[config.mk]
export PLATFORM = sky130hd
export DESIGN_NAME = matmul_skew_feeder_flat
export DESIGN_NICKNAME = d
export VERILOG_FILES = /design/src/rtl/matmul_pkg.sv /design/src/rtl/matmul_skew_feeder_if.sv /design/src/rtl/matmul_skew_feeder_lane.sv /design/src/rtl/matmul_skew_feeder.sv /design/src/flat_wrapper.sv
export SDC_FILE = /design/constraint.sdc
export NUM_CORES = 1
export LEC_CHECK = 0
export CORE_ASPECT_RATIO = 0.9
export CORE_MARGIN = 5
export CORE_UTILIZATION = 30
export CTS_CLUSTER_DIAMETER = 120
export DETAILED_ROUTE_END_ITERATION = 8
export HOLD_SLACK_MARGIN = 0.05
export SLEW_MARGIN = 40
export SYNTH_ARGS = -nofsm -noshare
export SYNTH_HDL_FRONTEND = slang
export SYNTH_SLANG_ARGS = --single-unit
[constraint.sdc]
create_clock -name clk_i -period 2.5 [get_ports clk_i]
set_clock_uncertainty 0.2 [all_clocks]
set_input_delay 0.375 -clock clk_i [delete_from_list [all_inputs] [get_ports clk_i]]
set_output_delay 0.375 -clock clk_i [all_outputs]
set_load 0.005 [all_outputs]
[src/rtl/matmul_pkg.sv]
// rtl/matmul_pkg.sv - shared constants, FSM encoding and index helpers for the skew feeder
package matmul_pkg;

  localparam int DATA_WIDTH = 8;
  localparam int DIM        = 4;
  localparam int BUS_WIDTH  = DIM * DIM * DATA_WIDTH;

  typedef enum logic [1:0] {
    ST_IDLE = 2'd0,
    ST_FEED = 2'd1,
    ST_HOLD = 2'd2
  } state_e;

  // Skewed injection needs N cycles of data plus 2(N-1) cycles of diagonal offset
  function automatic int feed_len(input int n);
    return 3 * n - 2;
  endfunction

  localparam int FEED_LEN = feed_len(DIM);

  function automatic int elem_lsb(input int row, input int col, input int n, input int dw);
    return (row * n + col) * dw;
  endfunction

endpackage

[src/rtl/matmul_skew_feeder_if.sv]
// rtl/matmul_skew_feeder_if.sv - operand/control bundle between job source, feeder and collector
interface matmul_skew_feeder_if #(
  parameter int DATA_WIDTH = matmul_pkg::DATA_WIDTH,
  parameter int DIM        = matmul_pkg::DIM
);

  logic                            go_i;
  logic                            mode_i;
  logic [DIM*DIM*DATA_WIDTH-1:0]   a_mat_i;
  logic [DIM*DIM*DATA_WIDTH-1:0]   b_mat_i;
  logic                            res_ack_i;
  logic                            busy_o;
  logic [DIM*DATA_WIDTH-1:0]       a_row_o;
  logic [DIM*DATA_WIDTH-1:0]       b_col_o;
  logic                            start_o;
  logic                            mode_bit_o;
  logic                            done_o;

  modport master (
    output go_i, mode_i, a_mat_i, b_mat_i, res_ack_i,
    input  busy_o, a_row_o, b_col_o, start_o, mode_bit_o, done_o
  );

  modport slave (
    input  go_i, mode_i, a_mat_i, b_mat_i, res_ack_i,
    output busy_o, a_row_o, b_col_o, start_o, mode_bit_o, done_o
  );

endinterface

[src/rtl/matmul_skew_feeder_lane.sv]
// rtl/matmul_skew_feeder_lane.sv - picks element (t - LANE) of an N-element vector, 0 when out of range
module feeder_lane #(
  parameter int DATA_WIDTH = 8,
  parameter int DIM        = 4,
  parameter int LANE       = 0,
  parameter int T_W        = 4
) (
  input  logic [DIM*DATA_WIDTH-1:0] vec_i,
  input  logic [T_W-1:0]            t_i,
  output logic [DATA_WIDTH-1:0]     elem_o
);

  // Compare against t = LANE + k instead of subtracting, so no negative index ever forms
  always_comb begin
    elem_o = '0;
    for (int k = 0; k < DIM; k++) begin
      if (t_i == T_W'(LANE + k)) begin
        elem_o = vec_i[k*DATA_WIDTH +: DATA_WIDTH];
      end
    end
  end

endmodule

[src/rtl/matmul_skew_feeder.sv]
// rtl/matmul_skew_feeder.sv - latches A/B, injects them skewed into the PE array edges, runs start/done/ack
module matmul_skew_feeder #(
  parameter int DATA_WIDTH = matmul_pkg::DATA_WIDTH,
  parameter int DIM        = matmul_pkg::DIM
) (
  input  logic                clk_i,
  input  logic                rst_ni,
  matmul_skew_feeder_if.slave bus
);

  import matmul_pkg::*;

  localparam int FLEN   = feed_len(DIM);
  localparam int TW     = $clog2(3 * DIM);
  localparam int LANE_W = DIM * DATA_WIDTH;
  localparam int MAT_W  = DIM * LANE_W;

  state_e                     state_q, state_d;
  logic [TW-1:0]              t_q, t_d;
  logic [MAT_W-1:0]           a_lat_q, a_lat_d;
  logic [MAT_W-1:0]           b_lat_q, b_lat_d;
  logic                       mode_q, mode_d;
  logic                       busy_q, busy_d;
  logic                       start_q, start_d;
  logic                       mode_bit_q, mode_bit_d;
  logic                       done_q, done_d;
  logic [LANE_W-1:0]          a_row_q, a_row_d;
  logic [LANE_W-1:0]          b_col_q, b_col_d;
  logic [LANE_W-1:0]          a_sel, b_sel;
  logic [DIM-1:0][LANE_W-1:0] b_cols;

  always_comb begin
    state_d = state_q;
    t_d     = t_q;
    a_lat_d = a_lat_q;
    b_lat_d = b_lat_q;
    mode_d  = mode_q;
    unique case (state_q)
      ST_IDLE: begin
        if (bus.go_i) begin
          state_d = ST_FEED;
          t_d     = '0;
          a_lat_d = bus.a_mat_i;
          b_lat_d = bus.b_mat_i;
          mode_d  = bus.mode_i;
        end
      end
      ST_FEED: begin
        if (t_q == TW'(FLEN - 1)) begin
          state_d = ST_HOLD;
        end else begin
          t_d = t_q + 1'b1;
        end
      end
      ST_HOLD: begin
        if (bus.res_ack_i) begin
          state_d = ST_IDLE;
        end
      end
      default: state_d = ST_IDLE;
    endcase
  end

  // A rows are contiguous in a_mat; B columns are strided and get gathered here
  always_comb begin
    b_cols = '0;
    for (int j = 0; j < DIM; j++) begin
      for (int k = 0; k < DIM; k++) begin
        b_cols[j][k*DATA_WIDTH +: DATA_WIDTH] =
          b_lat_d[elem_lsb(k, j, DIM, DATA_WIDTH) +: DATA_WIDTH];
      end
    end
  end

  for (genvar g = 0; g < DIM; g++) begin : g_lane
    feeder_lane #(
      .DATA_WIDTH(DATA_WIDTH),
      .DIM       (DIM),
      .LANE      (g),
      .T_W       (TW)
    ) u_a_lane (
      .vec_i (a_lat_d[g*LANE_W +: LANE_W]),
      .t_i   (t_d),
      .elem_o(a_sel[g*DATA_WIDTH +: DATA_WIDTH])
    );

    feeder_lane #(
      .DATA_WIDTH(DATA_WIDTH),
      .DIM       (DIM),
      .LANE      (g),
      .T_W       (TW)
    ) u_b_lane (
      .vec_i (b_cols[g]),
      .t_i   (t_d),
      .elem_o(b_sel[g*DATA_WIDTH +: DATA_WIDTH])
    );
  end

  // Outputs are computed from next-state so the registered values line up with t_q
  always_comb begin
    busy_d     = (state_d != ST_IDLE);
    start_d    = (state_d != ST_IDLE);
    mode_bit_d = (state_d != ST_IDLE) & mode_d;
    done_d     = (state_d == ST_HOLD);
    a_row_d    = (state_d == ST_FEED) ? a_sel : '0;
    b_col_d    = (state_d == ST_FEED) ? b_sel : '0;
  end

  always_ff @(posedge clk_i) begin
    if (!rst_ni) begin
      state_q    <= ST_IDLE;
      t_q        <= '0;
      a_lat_q    <= '0;
      b_lat_q    <= '0;
      mode_q     <= 1'b0;
      busy_q     <= 1'b0;
      start_q    <= 1'b0;
      mode_bit_q <= 1'b0;
      done_q     <= 1'b0;
      a_row_q    <= '0;
      b_col_q    <= '0;
    end else begin
      state_q    <= state_d;
      t_q        <= t_d;
      a_lat_q    <= a_lat_d;
      b_lat_q    <= b_lat_d;
      mode_q     <= mode_d;
      busy_q     <= busy_d;
      start_q    <= start_d;
      mode_bit_q <= mode_bit_d;
      done_q     <= done_d;
      a_row_q    <= a_row_d;
      b_col_q    <= b_col_d;
    end
  end

  assign bus.busy_o     = busy_q;
  assign bus.start_o    = start_q;
  assign bus.mode_bit_o = mode_bit_q;
  assign bus.done_o     = done_q;
  assign bus.a_row_o    = a_row_q;
  assign bus.b_col_o    = b_col_q;

endmodule

[src/flat_wrapper.sv]
// flat-port wrapper written by rule: the top's interface ports become plain ports
module matmul_skew_feeder_flat import matmul_pkg::*;
#(
  parameter int DATA_WIDTH = matmul_pkg::DATA_WIDTH,
  parameter int DIM        = matmul_pkg::DIM
)
  (clk_i, rst_ni, bus_go_i, bus_mode_i, bus_a_mat_i, bus_b_mat_i, bus_res_ack_i, bus_busy_o, bus_a_row_o, bus_b_col_o, bus_start_o, bus_mode_bit_o, bus_done_o);
  matmul_skew_feeder_if #(.DATA_WIDTH(DATA_WIDTH), .DIM(DIM)) bus_i ();
  input  logic clk_i;
  input  logic rst_ni;
  input wire logic [$bits(bus_i.go_i)-1:0] bus_go_i;
  input wire logic [$bits(bus_i.mode_i)-1:0] bus_mode_i;
  input wire logic [$bits(bus_i.a_mat_i)-1:0] bus_a_mat_i;
  input wire logic [$bits(bus_i.b_mat_i)-1:0] bus_b_mat_i;
  input wire logic [$bits(bus_i.res_ack_i)-1:0] bus_res_ack_i;
  output wire logic [$bits(bus_i.busy_o)-1:0] bus_busy_o;
  output wire logic [$bits(bus_i.a_row_o)-1:0] bus_a_row_o;
  output wire logic [$bits(bus_i.b_col_o)-1:0] bus_b_col_o;
  output wire logic [$bits(bus_i.start_o)-1:0] bus_start_o;
  output wire logic [$bits(bus_i.mode_bit_o)-1:0] bus_mode_bit_o;
  output wire logic [$bits(bus_i.done_o)-1:0] bus_done_o;
  assign bus_i.go_i = bus_go_i;
  assign bus_i.mode_i = bus_mode_i;
  assign bus_i.a_mat_i = bus_a_mat_i;
  assign bus_i.b_mat_i = bus_b_mat_i;
  assign bus_i.res_ack_i = bus_res_ack_i;
  assign bus_busy_o = bus_i.busy_o;
  assign bus_a_row_o = bus_i.a_row_o;
  assign bus_b_col_o = bus_i.b_col_o;
  assign bus_start_o = bus_i.start_o;
  assign bus_mode_bit_o = bus_i.mode_bit_o;
  assign bus_done_o = bus_i.done_o;
  matmul_skew_feeder #(.DATA_WIDTH(DATA_WIDTH), .DIM(DIM)) u_core (.clk_i(clk_i), .rst_ni(rst_ni), .bus(bus_i));
endmodule
; ---- Word level (Yosys, flattened, before mapping)
; Cells that the tools add are included.
[word_totals]
ff_bits = 330
in_bits = 261
word_cells = 72
[op_classes]
reduce_logical = 4
eq_ne = 11
n_mux = 45
n_addsub = 1
bitwise_logic = 1
[op_table]
columns = op, count
row1 = 2-to-1 mux 128 bit, 4
row2 = 2-to-1 mux 8 bit, 32
row3 = == test 4 x 3 -> 1 bit (second input constant), 3
row4 = == test 4 x 2 -> 1 bit (second input constant), 2
row5 = 2-to-1 mux 4 bit, 2
row6 = case mux 4 bit (2 select lines), 1
row7 = 2-to-1 mux 2 bit, 3
row8 = case mux 2 bit (3 select lines), 1
row9 = adder 4 x 1 -> 4 bit (second input constant), 1
row10 = == test 2 x 1 -> 1 bit (second input constant), 2
row11 = == test 2 bit (second input constant), 2
row12 = == test 4 x 1 -> 1 bit (second input constant), 1
row13 = == test 4 bit (second input constant), 1
row14 = zero test 4 bit, 1
row15 = zero test 2 bit, 1
row16 = 2-to-1 mux 1 bit, 2
row17 = AND reduction 2 bit, 1
row18 = nonzero test 2 bit, 1
row19 = bitwise AND 1 bit, 1

; ---- Longest topological paths before layout
[logic_depth]
ltp_word = 8
depth_mapped = 12
depth_no_buf = 9

; ---- By module
; A second synthesis with hierarchy kept.
[unflattened]
cells_unflattened = 1285
area_unflattened_um2 = 15377.2
[by_module_without_submodules]
columns = mod, instances, cells_per_inst, seq_area_each_um2, area_each_um2
row1 = matmul_skew_feeder, 1, 1013, 6606.3, 13317.8
row2 = feeder_lane (u_core.g_lane[3].u_a_lane ...), 2, 38, 0.0, 289.0
row3 = feeder_lane (u_core.g_lane[2].u_a_lane ...), 2, 30, 0.0, 251.5
row4 = feeder_lane (u_core.g_lane[0].u_a_lane ...), 2, 30, 0.0, 250.2
row5 = feeder_lane (u_core.g_lane[1].u_a_lane ...), 2, 38, 0.0, 239.0

; ---- Least setup slack after synthesis
; No wires, ideal clock.
[synth_timing]
path_kind = reg2reg
start = reg u_core.t_q[1]
end = reg u_core.a_row_q[13], in the netlist u_core.bus.a_row_o[13]
period_less_slack_ps = 2423
required_ps = 2221
setup_time_ps = 79
arrival_ps = 2144
stages_incl_launch_ff = 13
setup_slack_ps = 77
path_cell_list = dfxtp_1 -> inv_1 -> ha_1 -> and4b_1 -> nor2_2 -> buf_6 -> nand2_4 -> inv_2 -> nand3_4 -> or3_1 -> buf_2 -> buf_6 -> o221ai_2
[synth_between]
elab_chain_len = 8
word_cells_on_any_way = 17
cone_classes = add/sub (1) / eq/ne (6) / mux (9) / reduce/logical (1)
[synth_rtl]
columns = element, line
row1 = start: declaration, matmul_skew_feeder.sv:19  ; logic [TW-1:0] t_q, t_d;
row2 = start signal: assignment, matmul_skew_feeder.sv:124  ; t_q <= t_d;
row3 = adder 4 x 1 -> 4 bit or == test 4 bit (tied branches), "matmul_skew_feeder.sv:52, matmul_skew_feeder.sv:49"
row4 = 2-to-1 mux 4 bit, matmul_skew_feeder.sv:49  ; if (t_q == TW'(FLEN - 1)) begin
row5 = case mux 4 bit (2 select lines), matmul_skew_feeder.sv:38  ; unique case (state_q)
row6 = == test 4 x 1 -> 1 bit, matmul_skew_feeder_lane.sv:17  ; if (t_i == T_W'(LANE + k)) begin
row7 = 2-to-1 mux 8 bit (4 in a row), matmul_skew_feeder_lane.sv:17
row8 = end signal: assignment, matmul_skew_feeder.sv:132  ; a_row_q <= a_row_d;
row9 = end: declaration, matmul_skew_feeder.sv:27  ; logic [LANE_W-1:0] a_row_q, a_row_d;
; Parallel ways exist; a longest one is shown, timed or not.
; A chain may end at the register's enable or synchronous reset.

; ---- Worst setup path in the final report
[layout_timing]
start = reg u_core.t_q[1]
end = reg u_core.b_col_q[7], in the netlist u_core.bus.b_col_o[7]
[layout_between]
elab_chain_len = 8
word_cells_on_any_way = 17
cone_classes = add/sub (1) / eq/ne (5) / mux (9) / reduce/logical (2)
[layout_rtl]
columns = element, line
row1 = adder 4 x 1 -> 4 bit or == test 4 bit (tied branches), "matmul_skew_feeder.sv:52, matmul_skew_feeder.sv:49"
row2 = 2-to-1 mux 4 bit, matmul_skew_feeder.sv:49
row3 = case mux 4 bit (2 select lines), matmul_skew_feeder.sv:38
row4 = zero test 4 bit, matmul_skew_feeder_lane.sv:17
row5 = 2-to-1 mux 8 bit (4 in a row), matmul_skew_feeder_lane.sv:17
row6 = end signal: assignment, matmul_skew_feeder.sv:133  ; b_col_q <= b_col_d;
row7 = end: declaration, matmul_skew_feeder.sv:28  ; logic [LANE_W-1:0] b_col_q, b_col_d;
; Parallel ways exist; a longest one is shown, timed or not.

==> run_results.csv <==
group,metric,value,unit
routing,met1Wirelength,20.4,mm
global_route,grt_max_degree,98,
worst_hold_path,hold_class,"in -> reg",
yosys,async_flop_share,0,
yosys,synth_edf_count,0,
routing,drc_errors,0,
pwr,peakVddDrop,0.370,mV
setup_path,crit_slowest_cell,"a221o_1",
clocking,clock-root-buffer,"clkbuf_16",
yosys,ys_types,58,
finish,fin_nets,2099,
routing,drt_iter0_markers,595,
finish,drive_above_1_share,0.118,
setup_path,end_kind,"flop",
setup_path,crit_type,"reg -> reg",
finish,finalNonFillerCells,2469,
clocking,cts_buffers,39,
routing,vias,11600,
clocking,numClockSinks,330,
placement,place_ws,-0.214,ns
clocking,ctsLongestPathBuffers,3,
sta,hold_ws,0.197,ns
clocking,clkTransAtPathRegs,0.06,ns
routing,ant_nets,0,
global_route,overflow,0,
placement,dp.cells,2400,
floorplan,row_count,74,
yosys,synth_flop_cell,"dfxtp_1",
clocking,cts_tree,"yes",
yosys,syn-num-nets,1747,
global_route,antenna_found_initial,2,
placement,port_buffers,328,
clocking,htreeDepth,2,
floorplan,dieArea,50700,µm²
setup_path,crit_required,2.76,ns
yosys,netlist_instances,1484,
sta,worst_pin_slew,0.775,ns
sta,slew_viol_final,0,
routing,drt_wl_total,43.5,mm
setup_path,worstSetupStartpointType,"flop",
global_route,grtUsageTotal,0.164,
sta,setup_viol,0,
pwr,power_density,669,nW/µm²
sta,timing.final.crit_period,2.42,ns
routing,dr_wl_met3,2.48,mm
finish,area_delta_synth_final,42.0,%
routing,vias_per_cell,4.71,
floorplan,die_h,214,µm
placement,dp_hpwl,30.1,mm
floorplan,core,45600,µm²
floorplan,die_w,237,µm
setup_path,critical_path.max_stage_delay,0.39,ns
yosys,yosysSeqAreaShare,0.476,
routing,dr.pass1.iters,4,
sta,fmax,413,MHz
yosys,synth_warnings,0,
clocking,clk_latency,0.54,ns
global_route,grt_pass1_vias,12100,
finish,final_core_util,0.433,
yosys,synth_area_per_cell,9.36,µm²
setup_path,cp.arrival,2.69,ns
pwr,power.leakage,7.45,nW
routing,dr.max_layer_used,"met5",
sta,relSlewSlack,0.483,
run,max_cap_violations,0,
placement,gp_congestion,0.769,
global_route,grt_pass1_wl,67.7,mm
sta,fin_setup_tns,0,ns
floorplan,io_pins,329,
floorplan,start_util,0.305,
sta,hold_violations,0,
routing,wire_per_inst,17.6,µm
sta,fin_ws,0.0764,ns
setup_path,crit_chain,"inv_1 -> ha_2 -> and4b_2 -> nor2_4 -> and4b_1 -> or2_1 -> buf_12 -> a221o_1 -> a21oi_2",
outcome,outcome,"finished clean",
yosys,synth_area,13900,µm²
setup_path,path_max_fanout,16,
routing,wl_met2,19.6,mm
sta,min_period_over_period,0.969,
yosys,yosys_register_bits,330,
-- per-stage QoR --
step	power [mW]	area [µm²]
finish	13.2	19700
floorplan	6.76	13900
global placement	7.74	18400
detailed placement	7.77	18400
global route	13.8	19700
CTS	13.4	19700
-- state kept, by name, summed over array words and instances, names as in the netlist --
signal,cells
u_core.a_lat_q,128
u_core.b_lat_q,128
u_core.bus.a_row_o,32
u_core.bus.b_col_o,32
u_core.bus.busy_o,1
u_core.bus.done_o,1
u_core.bus.mode_bit_o,1
u_core.mode_q,1
u_core.state_q,2
u_core.t_q,4
-- final cells by class --
| class | count | area, µm² |
|---|---|---|
| Clock inverter | 13 | 133 |
| Clock buffer | 52 | 1110 |
| Timing Repair Buffer | 430 | 4320 |
| Sequential cell | 330 | 6610 |
| Antenna cell | 1 | 2.50 |
| Tap cell | 608 | 761 |
| Multi-Input combinational cell | 1033 | 6790 |
| Fill cell | 4444 | 25800 |
| Inverter | 2 | 10.0 |
-- layer usage --
metal,global-route usage,up-vias
li1,-,5784
met1,0.223,5462
met2,0.261,302
met3,0.0395,72
met4,0.0485,4
met5,0,-
-- repair_timing --
item | in CTS | in global routing
gates cloned | 0 | 0
buffers inserted | 0 | 2
hold endpoints to repair | 26 | 0
resized for setup | 1 | 7
pin swaps | 0 | 1
endpoints found under the setup margin | 16 | 49
hold buffers | 1 | 0
-- synth_stat cells (7+ instances only) --
cell | instances | share of area
buf_2 | 25 | 0.0090
o221ai_2 | 10 | 0.011
nor2b_1 | 128 | 0.058
nor2_1 | 66 | 0.018
a21oi_2 | 11 | 0.0069
a221o_1 | 32 | 0.023
dfxtp_1 | 330 | 0.48
a31oi_1 | 15 | 0.0068
nand2_1 | 308 | 0.083
o22a_1 | 17 | 0.011
clkbuf_1 | 85 | 0.023
mux2_2 | 16 | 0.013
o211ai_1 | 15 | 0.0081
o21ai_0 | 32 | 0.012
a21oi_1 | 23 | 0.0083
a22oi_1 | 16 | 0.0086
and2_1 | 21 | 0.0095
a21boi_0 | 114 | 0.062
buf_6 | 7 | 0.0057
mux2i_1 | 160 | 0.12
-- cells in the final DEF, fill, tap and decap left out, drive strengths merged, types with 32 or more instances in the layout --
cell           count
dfxtp            330
nand2            311
clkdlybuf4s50    327
mux2i            160
nor2              67
a221o             32
buf              102
clkbuf            52
a21oi             34
a21boi           114
nor2b            129
o21ai             33
-- worst max-delay path, delay by kind of cell (launching register included) --
kind,cells,cell delay [ns]
flops,1,0.31
compound gates,2,0.52
fa+ha+maj,1,0.21
buf+inv,2,0.25
simple gates,4,0.85
-- kinds of logic after synthesis --
logic type	Yosys count	synth area share
muxes	176	0.128
adders and majority gates	2	0.00180
DFF	330	0.476
xor gates and xnor gates	1	0.000631
AOI/OAI and AO/OA	303	0.169
and+or+nand+nor	551	0.186
buffers and inverters	121	0.0390
-- final timing paths --
kind                                              end  slack [ns]  cells past startpoint              start
worst max-delay path            u_core.bus.b_col_o[7]        0.08                      9      u_core.t_q[1]
worst min-delay path               u_core.a_lat_q[65]        0.20                      3    bus_a_mat_i[65]
worst min register to register      u_core.b_lat_q[4]        0.26                      2  u_core.b_lat_q[4]
worst max register to register  u_core.bus.b_col_o[7]        0.08                      9      u_core.t_q[1]
-- power by group --
group          leakage [nW]  total [mW]  internal, mW  switching [mW]
logic                  4.15        1.99          1.07           0.926
registers              2.70        5.65          5.54           0.110
clock network         0.599        5.55          3.31            2.23
No activity file was read; power rests on OpenSTA's default activity.
